**config.mk**
```make
export PLATFORM = sky130hd
export DESIGN_NAME = ahb_bus_matrix_arbiter_rr_flat
export DESIGN_NICKNAME = d
export VERILOG_FILES = /design/src/rtl/ahb_bus_matrix_arbiter_rr_if.sv /design/src/rtl/ahb_bus_matrix_arbiter_rr.sv /design/src/flat_wrapper.sv
export SDC_FILE = /design/constraint.sdc
export NUM_CORES = 1
export LEC_CHECK = 0
export BUFFER_PORTS_ARGS = -buffer_cell sky130_fd_sc_hd__buf_2
export CORE_AREA = 8 8 45 47
export DETAILED_ROUTE_END_ITERATION = 8
export DIE_AREA = 0 0 53 55
export PLACE_DENSITY = 0.69
export REMOVE_ABC_BUFFERS = 1
export SLEW_MARGIN = 20
export SYNTH_ARGS = -nofsm -noshare
export SYNTH_HDL_FRONTEND = slang
export SYNTH_SLANG_ARGS = --single-unit
```
**constraint.sdc**
```tcl
create_clock -name HCLK -period 2.3 [get_ports HCLK]
set_input_delay 0.115 -clock HCLK [delete_from_list [all_inputs] [get_ports HCLK]]
set_output_delay 0.115 -clock HCLK [all_outputs]
set_load 0.005 [all_outputs]
```
**src/rtl/ahb_bus_matrix_arbiter_rr_if.sv**
```systemverilog
// Bus bundle between the input-stage decoders/output-stage mux and the
// round-robin arbiter of one AHB bus-matrix output port.
interface ahb_bus_matrix_arbiter_rr_if #(
  parameter int NUM_PORTS = 3,
  parameter int PORT_W    = 2
);
  logic [NUM_PORTS-1:0]   req_in;
  logic [2*NUM_PORTS-1:0] trans_in;
  logic [NUM_PORTS-1:0]   mastlock_in;
  logic                   HREADYM;
  logic [PORT_W-1:0]      addr_in_port;
  logic                   no_port;
  logic [PORT_W-1:0]      data_in_port;
  logic                   data_valid;
  logic [NUM_PORTS-1:0]   active_op;

  modport master (
    output req_in, trans_in, mastlock_in, HREADYM,
    input  addr_in_port, no_port, data_in_port, data_valid, active_op
  );

  modport slave (
    input  req_in, trans_in, mastlock_in, HREADYM,
    output addr_in_port, no_port, data_in_port, data_valid, active_op
  );
endinterface

```
**src/rtl/ahb_bus_matrix_arbiter_rr.sv**
```systemverilog
// Round-robin owner selection for one AHB bus-matrix output port; holds the
// grant through bursts (SEQ/BUSY) and locked sequences, tracks the data phase.
module ahb_bus_matrix_arbiter_rr #(
  parameter int NUM_PORTS = 3,
  parameter int PORT_W    = 2
) (
  input logic                         HCLK,
  input logic                         HRESET,
  ahb_bus_matrix_arbiter_rr_if.slave  bus
);

  logic [PORT_W-1:0]    owner_q;
  logic                 no_port_q;
  logic [PORT_W-1:0]    data_in_port_q;
  logic                 data_valid_q;

  logic [PORT_W-1:0]    grant_d;
  logic                 none_d;
  logic [1:0]           owner_trans_s;
  logic                 owner_req_s;
  logic                 owner_lock_s;
  logic                 hold_s;
  logic [PORT_W-1:0]    scan_idx_s;
  logic                 scan_hit_s;
  logic [NUM_PORTS-1:0] active_s;

  // Port index base+step with the wrap from NUM_PORTS-1 back to 0.
  function automatic logic [PORT_W-1:0] wrap_idx(input logic [PORT_W-1:0] base, input int step);
    int s;
    s = int'(base) + step;
    return (s >= NUM_PORTS) ? PORT_W'(s - NUM_PORTS) : PORT_W'(s);
  endfunction

  // Current owner's request, HTRANS and lock, muxed by owner index.
  always_comb begin
    owner_trans_s = 2'b00;
    owner_req_s   = 1'b0;
    owner_lock_s  = 1'b0;
    for (int i = 0; i < NUM_PORTS; i++) begin
      owner_trans_s = owner_trans_s | (bus.trans_in[2*i +: 2] & {2{owner_q == PORT_W'(i)}});
      owner_req_s   = owner_req_s   | (bus.req_in[i]      & (owner_q == PORT_W'(i)));
      owner_lock_s  = owner_lock_s  | (bus.mastlock_in[i] & (owner_q == PORT_W'(i)));
    end
  end

  assign hold_s = ~no_port_q & owner_req_s &
                  ((owner_trans_s == 2'b11) | (owner_trans_s == 2'b01) | owner_lock_s);

  // Round-robin scan: walked farthest-first so the nearest requester after owner wins.
  always_comb begin
    scan_idx_s = owner_q;
    scan_hit_s = 1'b0;
    for (int k = NUM_PORTS; k >= 1; k--) begin
      scan_idx_s = bus.req_in[wrap_idx(owner_q, k)] ? wrap_idx(owner_q, k) : scan_idx_s;
      scan_hit_s = scan_hit_s | bus.req_in[wrap_idx(owner_q, k)];
    end
  end

  // Address-phase grant; frozen while the output port inserts wait states.
  always_comb begin
    grant_d = owner_q;
    none_d  = no_port_q;
    if (bus.HREADYM) begin
      if (hold_s) begin
        grant_d = owner_q;
        none_d  = 1'b0;
      end else if (scan_hit_s) begin
        grant_d = scan_idx_s;
        none_d  = 1'b0;
      end else begin
        grant_d = owner_q;
        none_d  = 1'b1;
      end
    end else begin
      grant_d = owner_q;
      none_d  = no_port_q;
    end
  end

  // One-hot active feedback to each decoder.
  always_comb begin
    active_s = '0;
    for (int i = 0; i < NUM_PORTS; i++) begin
      active_s[i] = (grant_d == PORT_W'(i)) & ~none_d;
    end
  end

  // Owner and data-phase state advance only on HREADYM-qualified edges.
  always_ff @(posedge HCLK) begin
    if (HRESET) begin
      owner_q        <= '0;
      no_port_q      <= 1'b1;
      data_in_port_q <= '0;
      data_valid_q   <= 1'b0;
    end else if (bus.HREADYM) begin
      owner_q        <= grant_d;
      no_port_q      <= none_d;
      data_in_port_q <= grant_d;
      data_valid_q   <= ~none_d;
    end else begin
      owner_q        <= owner_q;
      no_port_q      <= no_port_q;
      data_in_port_q <= data_in_port_q;
      data_valid_q   <= data_valid_q;
    end
  end

  assign bus.addr_in_port = grant_d;
  assign bus.no_port      = none_d;
  assign bus.data_in_port = data_in_port_q;
  assign bus.data_valid   = data_valid_q;
  assign bus.active_op    = active_s;

endmodule

```
**src/flat_wrapper.sv**
```systemverilog
// flat-port wrapper written by rule: the top's interface ports become plain ports
module ahb_bus_matrix_arbiter_rr_flat 
#(
  parameter int NUM_PORTS = 3,
  parameter int PORT_W    = 2
)
  (HCLK, HRESET, bus_req_in, bus_trans_in, bus_mastlock_in, bus_HREADYM, bus_addr_in_port, bus_no_port, bus_data_in_port, bus_data_valid, bus_active_op);
  ahb_bus_matrix_arbiter_rr_if #(.NUM_PORTS(NUM_PORTS), .PORT_W(PORT_W)) bus_i ();
  input logic HCLK;
  input logic HRESET;
  input wire logic [$bits(bus_i.req_in)-1:0] bus_req_in;
  input wire logic [$bits(bus_i.trans_in)-1:0] bus_trans_in;
  input wire logic [$bits(bus_i.mastlock_in)-1:0] bus_mastlock_in;
  input wire logic [$bits(bus_i.HREADYM)-1:0] bus_HREADYM;
  output wire logic [$bits(bus_i.addr_in_port)-1:0] bus_addr_in_port;
  output wire logic [$bits(bus_i.no_port)-1:0] bus_no_port;
  output wire logic [$bits(bus_i.data_in_port)-1:0] bus_data_in_port;
  output wire logic [$bits(bus_i.data_valid)-1:0] bus_data_valid;
  output wire logic [$bits(bus_i.active_op)-1:0] bus_active_op;
  assign bus_i.req_in = bus_req_in;
  assign bus_i.trans_in = bus_trans_in;
  assign bus_i.mastlock_in = bus_mastlock_in;
  assign bus_i.HREADYM = bus_HREADYM;
  assign bus_addr_in_port = bus_i.addr_in_port;
  assign bus_no_port = bus_i.no_port;
  assign bus_data_in_port = bus_i.data_in_port;
  assign bus_data_valid = bus_i.data_valid;
  assign bus_active_op = bus_i.active_op;
  ahb_bus_matrix_arbiter_rr #(.NUM_PORTS(NUM_PORTS), .PORT_W(PORT_W)) u_core (.HCLK(HCLK), .HRESET(HRESET), .bus(bus_i));
endmodule
```
**Yosys cells after proc, flatten, opt, wreduce, memory -nomap -nowiden**

Cells that the tools add are included.

- Bits of input ports: 15
- Logic and storage cells: 67
- Flip-flop bits (word level): 4
- Output and inout port bits: 9

- Bitwise operators: 26
- Eq/ne operators: 6
- Order comparisons: 6
- Reduce and logical (&&, ||, !) cells: 2
- Add/sub/neg operators: 6
- Multiplexer cells: 18

Operators with widths:

| kind | number |
|---|---|
| 2-bit 2-to-1 mux | 9 |
| 1-bit bitwise AND | 11 |
| 3-bit by 2-bit greater-or-equal comparator with 1-bit output, second input constant | 3 |
| 2-bit by 3-bit less-than comparator with 1-bit output, second input constant | 3 |
| 1-bit OR | 8 |
| 2-bit by 2-bit adder with 3-bit output, second input constant | 2 |
| 2-bit bitwise AND | 3 |
| 1-bit binary-select mux with 2-bit select | 3 |
| 2-bit by 1-bit equality test with 1-bit output, second input constant | 3 |
| 2-bit equality test, second input constant | 3 |
| 1-bit 2-to-1 mux | 6 |
| 2-bit by 1-bit subtractor with 2-bit output, second input constant | 3 |
| 2-bit logical NOT | 2 |
| 2-bit OR | 2 |
| 2-bit by 1-bit adder with 3-bit output, second input constant | 1 |
| 1-bit NOT | 2 |

**Depth between registers and ports, before layout**

Gate-level depths: netlist of run 1.

- Word-level depth: 13
- Gate-level depth with buffers: 8
- Gate-level depth less buffers: 7

**Worst setup path after synthesis of run 1**

OpenSTA, ideal clock, no wires.

- Path kind: reg-to-output
- From: reg u_core.owner_q[0]
- To: out bus_active_op[1]
- Stages on the path, launching flop included: 8
- Slack: 0.146 ns
- Arrival time: 2.039 ns
- Required time: 2.185 ns
- Cell sequence: dfxtp_1 -> inv_1 -> ha_1 -> a222oi_1 -> a311oi_2 -> nand2b_4 -> o32a_4 -> nor3b_1

- Cells in the longest elaborated chain, start to end: 13

RTL lines:

| what | RTL line | text |
|---|---|---|
| start: declaration | ahb_bus_matrix_arbiter_rr.sv:12 | `logic [PORT_W-1:0] owner_q;` |
| start signal: assignment | ahb_bus_matrix_arbiter_rr.sv:96 | `owner_q <= grant_d;` |
| start signal: assignment | ahb_bus_matrix_arbiter_rr.sv:101 | `owner_q <= owner_q;` |
| 2-bit by 2-bit adder with 3-bit output | ahb_bus_matrix_arbiter_rr.sv:30 | `s = int'(base) + step;` |
| 3-bit by 2-bit greater-or-equal comparator with 1-bit output or 2-bit by 1-bit subtractor with 2-bit output (tied branches) | ahb_bus_matrix_arbiter_rr.sv:31 | `return (s >= NUM_PORTS) ? PORT_W'(s - NUM_PORTS) : PORT_W'(s);` |
| 2-bit 2-to-1 mux | ahb_bus_matrix_arbiter_rr.sv:31 |  |
| 1-bit binary-select mux with 2-bit select | ahb_bus_matrix_arbiter_rr.sv:54, ahb_bus_matrix_arbiter_rr.sv:55 |  |
| 1-bit 2-to-1 mux (not written as such) | ahb_bus_matrix_arbiter_rr.sv:54, ahb_bus_matrix_arbiter_rr.sv:55 |  |
| 2-bit 2-to-1 mux (3 in series) | ahb_bus_matrix_arbiter_rr.sv:54 | `scan_idx_s = bus.req_in[wrap_idx(owner_q, k)] ? wrap_idx(owner_q, k) : scan_idx_s;` |
| 2-bit 2-to-1 mux | ahb_bus_matrix_arbiter_rr.sv:67 | `end else if (scan_hit_s) begin` |
| 2-bit 2-to-1 mux * | ahb_bus_matrix_arbiter_rr.sv:64 | `if (hold_s) begin` |
| 2-bit 2-to-1 mux * | ahb_bus_matrix_arbiter_rr.sv:63 | `if (bus.HREADYM) begin` |
| via bus_addr_in_port[1] | flat_wrapper.sv:15 | `output wire logic [$bits(bus_i.addr_in_port)-1:0] bus_addr_in_port;` |
| 2-bit by 1-bit equality test with 1-bit output * | ahb_bus_matrix_arbiter_rr.sv:84 | `active_s[i] = (grant_d == PORT_W'(i)) & ~none_d;` |
| 1-bit bitwise AND * | ahb_bus_matrix_arbiter_rr.sv:84 |  |
| end: declaration | flat_wrapper.sv:19 | `output wire logic [$bits(bus_i.active_op)-1:0] bus_active_op;` |

Mark *: on every way through the listed nets, which the timed path passes. The rest lies on a longest branch. The select of a mux whose other input is x is not followed.

**Final worst setup path of run 1**

- From: reg u_core.owner_q[0]
- To: out bus_active_op[0]

- Cells in the longest elaborated chain, start to end: 13

RTL lines:

| what | RTL line |
|---|---|
| 2-bit by 2-bit adder with 3-bit output | ahb_bus_matrix_arbiter_rr.sv:30 |
| 3-bit by 2-bit greater-or-equal comparator with 1-bit output or 2-bit by 1-bit subtractor with 2-bit output (tied branches) | ahb_bus_matrix_arbiter_rr.sv:31 |
| 2-bit 2-to-1 mux | ahb_bus_matrix_arbiter_rr.sv:31 |
| 1-bit binary-select mux with 2-bit select | ahb_bus_matrix_arbiter_rr.sv:54, ahb_bus_matrix_arbiter_rr.sv:55 |
| 1-bit 2-to-1 mux (not written as such) | ahb_bus_matrix_arbiter_rr.sv:54, ahb_bus_matrix_arbiter_rr.sv:55 |
| 2-bit 2-to-1 mux (3 in series) | ahb_bus_matrix_arbiter_rr.sv:54 |
| 2-bit 2-to-1 mux | ahb_bus_matrix_arbiter_rr.sv:67 |
| 2-bit 2-to-1 mux | ahb_bus_matrix_arbiter_rr.sv:64 |
| 2-bit 2-to-1 mux | ahb_bus_matrix_arbiter_rr.sv:63 |
| 2-bit logical NOT | ahb_bus_matrix_arbiter_rr.sv:84 |
| 1-bit bitwise AND * | ahb_bus_matrix_arbiter_rr.sv:84 |

Mark *: on every way between the ends. The rest lies on a longest branch, timed or not. The select of a mux whose other input is x is not followed.

==> results of run 1 <==
flip-flops by register name (all words and copies together), names as in the netlist:
| signal | count |
|---|---|
| u_core.owner_q | 2 |
| u_core.bus.data_valid | 1 |
| u_core.no_port_q | 1 |
stage by stage:
step / worst slack [ns] / util, % / setup TNS [ns]
finish: 0.02150 / 56.78 / 0
floorplan: 0.1459 / - / 0
detailed placement: 0.04877 / 46.75 / 0
global placement: 0.08646 / 46.75 / 0
CTS: 0.001256 / 53.62 / 0
global route: -0.08900 / 56.78 / -0.2665
path summary, 6_finish.rpt:
check                                           start                     to  slack, ns  depth (start not counted)
worst max register to register      u_core.owner_q[0]       u_core.no_port_q       0.34                          8
worst min register to register  u_core.bus.data_valid  u_core.bus.data_valid       0.48                          2
worst min-delay path                           HRESET      u_core.owner_q[0]       0.07                          2
worst max-delay path                u_core.owner_q[0]       bus_active_op[0]       0.02                          8
metal layers:
metal	global-route usage, %	routed length (um)	vias to the layer above
li1	-	-	299
met1	14.59	679	260
met2	15.43	640	24
met3	1.337	92	2
met4	5.603	21	0
met5	0	0	-
cell usage in the layout, fill, tap and decap left out, drive strengths merged:
cell type,n
buf,28
o21ai,7
inv,5
nor2b,4
nor3,4
ha,4
nor3b,4
dfxtp,4
clkbuf,3
o21a,2
nand2,2
nor2,2
a311oi,2
nand2b,2
a222oi,1
a2bb2oi,1
a31oi,1
o22ai,1
and2,1
mux2i,1
nand3,1
o221ai,1
a211oi,1
o32a,1
a21boi,1
a22o,1
o21bai,1
o32ai,1
a21oi,1
o41ai,1
o2bb2a,1
or2,1
power by group through the flow:
| stage | Clock (mW) | Sequential (mW) | Combinational [mW] |
|---|---|---|---|
| after floorplan | 0 | 0.0893 | 0.164 |
| after global placement | 0 | 0.0873 | 0.243 |
| after detailed placement | 0 | 0.0875 | 0.244 |
| after CTS | 0.0899 | 0.0882 | 0.280 |
| after global routing | 0.0922 | 0.0915 | 0.329 |
| final | 0.0850 | 0.0902 | 0.295 |
timing repair:
item / CTS / global route
endpoints found under the setup margin: 6 / 4
pin swaps: 7 / 2
buffers inserted: 3 / 3
resized for setup: 16 / 6
worst max-delay path, cell delays in order (launching register included):
cell and delay, ns:
dfxtp_4 0.35, buf_4 0.14, ha_4 0.18, a222oi_1 0.26
a311oi_2 0.12, nand2b_4 0.18, o32a_4 0.40, nor3_2 0.16
buf_2 0.13
cells by family (layout without fill, tap and decap cells):
kind of cell    after synthesis  after routing  synth area share [%]
simple gates                 21             21                 25.48
flops                         4              4                 15.39
buf+inv                       7             36                 5.287
fa+ha+maj                     4              4                 9.616
compound gates               25             25                 42.31
mux                           1              1                 1.923
final cells by class:
class | instances | area, um2
fill | 129 | 598.1
clock buffer | 3 | 22.52
tap | 16 | 20.02
timing repair buffer | 28 | 160.2
inverter | 5 | 23.77
sequential | 4 | 87.58
multi-input combinational | 51 | 471.7
==> results.sh, run 1 <==
export IMPL_die_w_um=53
export IMPL_whs_ns=0.07021
export IMPL_max_freq_mhz=438.9
export IMPL_synth_top_cell_by_area="dfxtp_1"
export IMPL_hold_buffers=0
export IMPL_die_area_um2=2915
export IMPL_grt_max_degree=14
export IMPL_netlist_top_cells_count="o21ai_0 (7), inv_1 (5)"
export IMPL_power_mw=0.4699
export IMPL_peakVddDrop_mv=0.3641
export IMPL_io_buffers=20
export IMPL_cts_sinks=4
export IMPL_grt_pass1_vias=541
export IMPL_antenna_found_initial=0
export IMPL_p_per_area_nw_per_um2=598.0
export IMPL_synthArstFlopShare_pct=0
export IMPL_power_switching_mw=0.1807
export IMPL_final_max_slew_viol_count=0
export IMPL_synth_distinct_cells=35
export IMPL_clk_latency_ns=0.23
export IMPL_fin_nets=112
export IMPL_arrival_ns=2.16
export IMPL_synth_top_area_share_pct=15.38
export IMPL_outcome="complete, no violations"
export IMPL_routed_wl_mm=1.434
export IMPL_p_clk_share_pct=18.1
export IMPL_netlist_area_um2=520.5
export IMPL_htree_levels=1
export IMPL_hold_class="in -> reg"
export IMPL_tightestPinTransition_ns=0.4209
export IMPL_diodes=0
export IMPL_synth_seq_cells=4
export IMPL_seq_power_share_pct=19.2
export IMPL_p_int_mw=0.2892
export IMPL_dp_cells=98
export IMPL_avgSynthCellArea_um2=8.395
export IMPL_p_sw_share_pct=38.46
export IMPL_synth_edff_count=0
export IMPL_cts_tree="done"
export IMPL_crit_type="reg -> out"
export IMPL_slew_headroom_pct=71.64
export IMPL_ys_warn_count=0
export IMPL_vias=585
export IMPL_grt_first_pass_wirelength_mm=2.387
export IMPL_startpoint_type="register"
export IMPL_design_core_area_um2=1384
export IMPL_rsz0062_at_grt="yes"
export IMPL_dominantRegCellSynth="dfxtp_1"
export IMPL_p_comb_share_pct=62.7
export IMPL_first_iter_violations=15
export IMPL_leakagePower_nw=0.3259
export IMPL_final_period_utilization_pct=99.07
export IMPL_routedWlPerCell_um=13.40
export IMPL_critical_path_peak_fanout=7
export IMPL_avgViaCountPerCell=5.467
export IMPL_finalHoldViolCount=0
export IMPL_hpwl_mm=1.072
export IMPL_drtAntennaViolNets=0
export IMPL_cts_buffers=3
export IMPL_drive_gt1_share_pct=54.95
export IMPL_maxCapViolations=0
export IMPL_num_rows=14
export IMPL_yosysMostFrequentCell="o21ai_0"
export IMPL_seq_area_frac_synth_pct=15.38
export IMPL_synthTopCellsByArea="dfxtp_1 (15%), ha_1 (9.6%), o21ai_0 (6.7%)"
export IMPL_pin_count=24
export IMPL_die_h_um=55
export IMPL_post_dp_cell_area_um2=646.9
export IMPL_cts_root_buf="clkbuf_4"
export IMPL_track_usage_pct=10.55
export IMPL_clk_pin_slew_worst_paths_ns=0.04
export IMPL_end_kind="primary output"
export IMPL_final_area_um2=785.8
export IMPL_gp_congestion=0.7929
export IMPL_crit_required_ns=2.18
export IMPL_stdcell_count=107
export IMPL_setup_viol=0
export IMPL_drt_first_pass_iters=4
export IMPL_synthCells=62
export IMPL_areaGrowthSynthToFinish_pct=50.96
export IMPL_grt_ovfl_total=0
export IMPL_min_period_ns=2.279
export IMPL_route_detailed_drc=0
export IMPL_start_util_pct=37.61
export IMPL_cts_buffer_depth=2
export IMPL_skew_ns=0.004129
Power figures use the tool's default switching activity.
==> inputs of run 2 (changes only) <==
- PLACE_DENSITY: 0.69 -> 0.71
==> run 2 against run 1 <==
Core utilization fell by 3.9 points. First-iteration DRC count is 6.7% higher. Largest cell class unchanged. Routed wire length down 2.5%. Sequential share of layout area up 0.82 points. Combinational power fell by 6%. Via count decreased by 5.1%. Non-clock buffer count down 4. Fmax grew 0.56%. Flip-flop and latch count is the same.
==> results.sh, run 2 (synthesis gave the netlist of run 1 again) <==
export IMPL_outcome="complete, no violations"
export IMPL_cts_buffer_depth=2
export IMPL_avgViaCountPerCell=5.388
export IMPL_cp_top_family="compound AO/OA/AOI/OAI gates"
export IMPL_diodes=0
export IMPL_design_core_area_um2=1384
export IMPL_skew_ns=0.002010
export IMPL_reg2reg_depth=8
export IMPL_final_max_slew_viol_count=0
export IMPL_path_depth=8
export IMPL_largest_reg_flops=2
export IMPL_start_util_pct=37.61
export IMPL_hpwl_mm=1.072
export IMPL_num_rows=14
export IMPL_ff2ff_setup_slack_ns=0.33
export IMPL_crit_type="reg -> out"
export IMPL_grt_ovfl_total=0
export IMPL_seq_power_share_pct=20.0
export IMPL_cts_buffers=3
export IMPL_maxCapViolations=0
export IMPL_slew_headroom_pct=70.23
export IMPL_p_comb_share_pct=61.7
export IMPL_track_usage_pct=9.885
export IMPL_cts_root_buf="clkbuf_4"
export IMPL_areaGrowthSynthToFinish_pct=40.63
export IMPL_die_area_um2=2915
export IMPL_die_w_um=53
export IMPL_rsz0062_at_grt="yes"
export IMPL_tightestPinTransition_ns=0.4419
export IMPL_leakagePower_nw=0.3024
export IMPL_route_detailed_drc=0
export IMPL_p_int_mw=0.2759
export IMPL_routedWlPerCell_um=13.57
export IMPL_grt_max_degree=14
export IMPL_io_buffers=20
export IMPL_finalHoldViolCount=0
export IMPL_holdPathEnd="u_core.owner_q[1]"
export IMPL_grt_first_pass_wirelength_mm=2.235
export IMPL_power_switching_mw=0.1735
export IMPL_final_common_cell="buf_2"
export IMPL_gp_congestion=0.7953
export IMPL_cts_tree="done"
export IMPL_first_iter_violations=16
export IMPL_path_cells="inv_2 -> ha_2 -> a222oi_1 -> a311oi_2 -> o41ai_1 -> o2bb2a_2 -> nor3_2 -> buf_2"
export IMPL_clk_pin_slew_worst_paths_ns=0.03
export IMPL_clk_latency_ns=0.23
export IMPL_power_mw=0.4495
export IMPL_critPathBufInv=2
export IMPL_drive_gt1_share_pct=49.43
export IMPL_p_per_area_nw_per_um2=614.0
export IMPL_min_period_ns=2.266
export IMPL_pin_count=24
export IMPL_antenna_found_initial=0
export IMPL_drtAntennaViolNets=0
export IMPL_setup_viol=0
export IMPL_die_h_um=55
export IMPL_startpoint_type="register"
export IMPL_p_sw_share_pct=38.61
export IMPL_p_clk_share_pct=18.3
export IMPL_setup_ws_ns=0.03418
export IMPL_holdPathStages=2
export IMPL_top_register="u_core.owner_q"
export IMPL_cp_slowest_cell="dfxtp_4"
export IMPL_pre_cts_slack_ns=0.05150
export IMPL_hp_start="HRESET"
export IMPL_final_period_utilization_pct=98.51
export IMPL_htree_levels=1
export IMPL_critical_path_peak_fanout=5
export IMPL_grt_pass1_vias=532
export IMPL_arrival_ns=2.15
export IMPL_end_kind="primary output"
export IMPL_cts_sinks=4
export IMPL_drt_first_pass_iters=4
export IMPL_routed_wl_mm=1.398
export IMPL_peakVddDrop_mv=0.3087
export IMPL_max_freq_mhz=441.3
export IMPL_reg2reg_from="u_core.owner_q[0]"
export IMPL_cpPeakStageDelay_ns=0.35
export IMPL_crit_required_ns=2.18
export IMPL_vias=555
export IMPL_mostFrequentLayoutCells="buf_2 (20), o21ai_0 (6), nor2b_1 (4), buf_4 (4)"
export IMPL_hold_class="in -> reg"
export IMPL_fin_nets=108
export IMPL_reg2reg_to="u_core.no_port_q"
## run 2: cell count changes in the layout (fill, tap and decap cells not counted), sizes merged
cell  previous run  this run
buf             28        24
## run 2: worst max-delay path by stage
stage                            startpoint          endpoint
final                     u_core.owner_q[0]  bus_active_op[0]
after global routing      u_core.owner_q[0]  bus_active_op[0]
after CTS                 u_core.owner_q[1]  bus_active_op[1]
after detailed placement  u_core.owner_q[1]  bus_active_op[1]
after global placement    u_core.owner_q[1]  bus_active_op[2]
after floorplan           u_core.owner_q[0]  bus_active_op[1]
## run 2: stage by stage
stage	TNS, ns	instances	area (um2)	hold slack (ns)	utilization [%]
after detailed placement	0	97	639.4	0.3291	46.20
after global placement	0	97	639.4	0.3222	46.20
after global routing	-0.1820	103	732.0	0.08904	52.89
final	0	103	732.0	0.07670	52.89
after floorplan	0	60	511.7	0.1866	-
after CTS	0	101	711.9	0.07083	51.45
## run 2: layer usage
layer | part of all wire (%) | global-route usage (%) | vias to the layer above
li1 | - | - | 290
met1 | 50 | 12.75 | 247
met2 | 44 | 15.23 | 18
met3 | 5.5 | 2.674 | 0
met4 | 0 | 3.879 | 0
met5 | 0 | 0 | -
## run 2: repair_timing
action / 4_1_cts / 5_1_grt
hold buffers: 0 / 0
resized for setup: 14 / 2
pin swaps: 6 / 3
setup buffers: 1 / 2
setup endpoints to repair: 6 / 4
## run 2: area by class of cell
| cell class | instances | area, um2 |
|---|---|---|
| multi-input cells | 51 | 450.4 |
| flip-flops and latches | 4 | 87.58 |
| fillers | 139 | 651.9 |
| clock buffers | 3 | 22.52 |
| inverters | 5 | 21.27 |
| well taps | 16 | 20.02 |
| repair buffers | 24 | 130.1 |
## run 2: power groups by stage
stage	combinational, mW	clock (mW)	sequential, mW
floorplan	0.164	0	0.0893
finish	0.277	0.0823	0.0897
global route	0.306	0.0922	0.0909
detailed placement	0.240	0	0.0881
global placement	0.237	0	0.0879
CTS	0.267	0.0859	0.0901
==> inputs of run 3 (changes only) <==
- BUFFER_PORTS_ARGS: -buffer_cell sky130_fd_sc_hd__buf_2 -> -buffer_cell sky130_fd_sc_hd__clkbuf_2
==> run 3 against run 2 <==
The run now ends with negative setup slack left. Final cell count increased by 2.9%. Clock-buffer cell count unchanged. Setup slack got worse by 0.036 ns. Clock skew decreased by 0.00085 ns. Via count increased by 8.6%. Sequential share of layout area decreased by 1.2 points. Die area unchanged. Worst hold slack improved by 0.0065 ns. First-iteration DRC count increased by 31%. Flip-flop and latch count unchanged. Global-route usage increased by 0.98 points. Critical endpoint is now bus_active_op[1].
==> results.sh, run 3 (synthesis gave the netlist of run 1 again) <==
export IMPL_outcome="finished, violations left"
export IMPL_violations="negative setup slack"
export IMPL_p_int_mw=0.3020
export IMPL_design_core_area_um2=1384
export IMPL_cts_buffers=3
export IMPL_grt_pass1_vias=586
export IMPL_drive_gt1_share_pct=55.56
export IMPL_final_max_slew_viol_count=0
export IMPL_mostFrequentLayoutCells="clkbuf_2 (17), o21ai_0 (7), nor2b_1 (4), buf_4 (4)"
export IMPL_startpoint_type="register"
export IMPL_min_period_ns=2.302
export IMPL_first_iter_violations=21
export IMPL_areaGrowthSynthToFinish_pct=56.73
export IMPL_finalHoldViolCount=0
export IMPL_diodes=0
export IMPL_maxCapViolations=0
export IMPL_die_area_um2=2915
export IMPL_cts_buffer_depth=2
export IMPL_htree_levels=1
export IMPL_max_freq_mhz=434.5
export IMPL_grt_max_degree=14
export IMPL_die_h_um=55
export IMPL_crit_required_ns=2.18
export IMPL_gp_congestion=0.8180
export IMPL_p_clk_share_pct=16.5
export IMPL_hold_class="in -> reg"
export IMPL_final_period_utilization_pct=100.1
export IMPL_crit_type="reg -> out"
export IMPL_fin_nets=111
export IMPL_antenna_found_initial=0
export IMPL_cts_sinks=4
export IMPL_route_detailed_drc=0
export IMPL_final_common_cell="clkbuf_2"
export IMPL_seq_power_share_pct=18.3
export IMPL_critPathBufInv=3
export IMPL_cpPeakStageDelay_ns=0.41
export IMPL_skew_ns=0.001160
export IMPL_rsz0062_at_grt="yes"
export IMPL_ff2ff_setup_slack_ns=0.29
export IMPL_power_switching_mw=0.1927
export IMPL_clk_pin_slew_worst_paths_ns=0.03
export IMPL_p_sw_share_pct=38.95
export IMPL_reg2reg_depth=8
export IMPL_grt_ovfl_total=0
export IMPL_largest_reg_flops=2
export IMPL_p_comb_share_pct=65.2
export IMPL_path_depth=9
export IMPL_pin_count=24
export IMPL_cp_slowest_cell="a311oi_2"
export IMPL_setup_viol=1
export IMPL_io_buffers=20
export IMPL_routed_wl_mm=1.588
export IMPL_track_usage_pct=10.86
export IMPL_hpwl_mm=1.198
export IMPL_pre_cts_slack_ns=0.03813
export IMPL_power_mw=0.4947
export IMPL_die_w_um=53
export IMPL_nFillCells=111
export IMPL_slew_headroom_pct=70.41
export IMPL_routedWlPerCell_um=14.98
export IMPL_holdPathStages=2
export IMPL_setup_ws_ns=-0.001603
export IMPL_vias=603
export IMPL_clk_latency_ns=0.23
export IMPL_start_util_pct=37.61
export IMPL_cp_top_family="compound AO/OA/AOI/OAI gates"
export IMPL_avgViaCountPerCell=5.689
export IMPL_peakVddDrop_mv=0.4107
export IMPL_critical_path_peak_fanout=7
export IMPL_drt_first_pass_iters=4
export IMPL_end_kind="primary output"
export IMPL_p_per_area_nw_per_um2=606.4
export IMPL_grt_first_pass_wirelength_mm=2.415
export IMPL_path_cells="buf_12 -> ha_4 -> o21ai_0 -> a311oi_2 -> nand2b_4 -> buf_6 -> o32ai_4 -> nor3b_2 -> clkbuf_2"
export IMPL_num_rows=14
export IMPL_fin_util_pct=58.95
export IMPL_leakagePower_nw=0.3308
export IMPL_top_register="u_core.owner_q"
export IMPL_drtAntennaViolNets=0
export IMPL_tightestPinTransition_ns=0.4438
export IMPL_cts_root_buf="clkbuf_4"
export IMPL_cts_tree="done"
export IMPL_arrival_ns=2.19
[run 3: power by group through the flow]
| stage | clock network, mW | registers [mW] | logic, mW |
|---|---|---|---|
| after floorplan | 0 | 0.0893 | 0.164 |
| after global placement | 0 | 0.0867 | 0.250 |
| after detailed placement | 0 | 0.0872 | 0.256 |
| after CTS | 0.0849 | 0.0884 | 0.280 |
| after global routing | 0.0901 | 0.0915 | 0.349 |
| final | 0.0819 | 0.0904 | 0.322 |
[run 3: path summary, 6_finish.rpt]
| path | end | startpoint |
|---|---|---|
| min reg2reg | u_core.bus.data_valid | u_core.bus.data_valid |
| max | bus_active_op[1] | u_core.owner_q[0] |
| max reg2reg | u_core.no_port_q | u_core.owner_q[0] |
| min | u_core.owner_q[0] | HRESET |
[run 3: per-stage QoR]
step | cell area [um2] | setup TNS, ns | hold slack [ns] | cells
floorplan | 511.7 | 0 | 0.1866 | 60
global placement | 661.9 | 0 | 0.3303 | 100
detailed placement | 661.9 | 0 | 0.3297 | 100
CTS | 730.7 | -0.1526 | 0.08334 | 104
global route | 815.8 | -0.3042 | 0.09862 | 106
finish | 815.8 | -0.001603 | 0.08325 | 106
[run 3: final cells by class]
type | instances | area (um2) | share of cell area [%]
multi-input combinational | 51 | 489.2 | 59.97
timing repair buffer | 27 | 172.7 | 21.17
sequential | 4 | 87.58 | 10.74
inverter | 5 | 23.77 | 2.914
clock buffer | 3 | 22.52 | 2.761
tap | 16 | 20.02 | 2.454
[run 3: timing repair]
action / CTS / global route
cloned: 0 / 0
resized for setup: 13 / 14
setup endpoints to repair: 6 / 4
pin swaps: 5 / 10
hold buffers: 0 / 0
setup buffers: 1 / 2
[run 3: metal layers]
metal  part of all wire, %  global-route usage [%]  wire [um]  up-vias
met5                     0                       0          0        -
met4                   1.3                   5.172         20        0
met3                   6.0                   3.476         96        2
met2                    48                   18.16        756       24
met1                    45                   12.27        715      277
li1                      -                       -          -      300
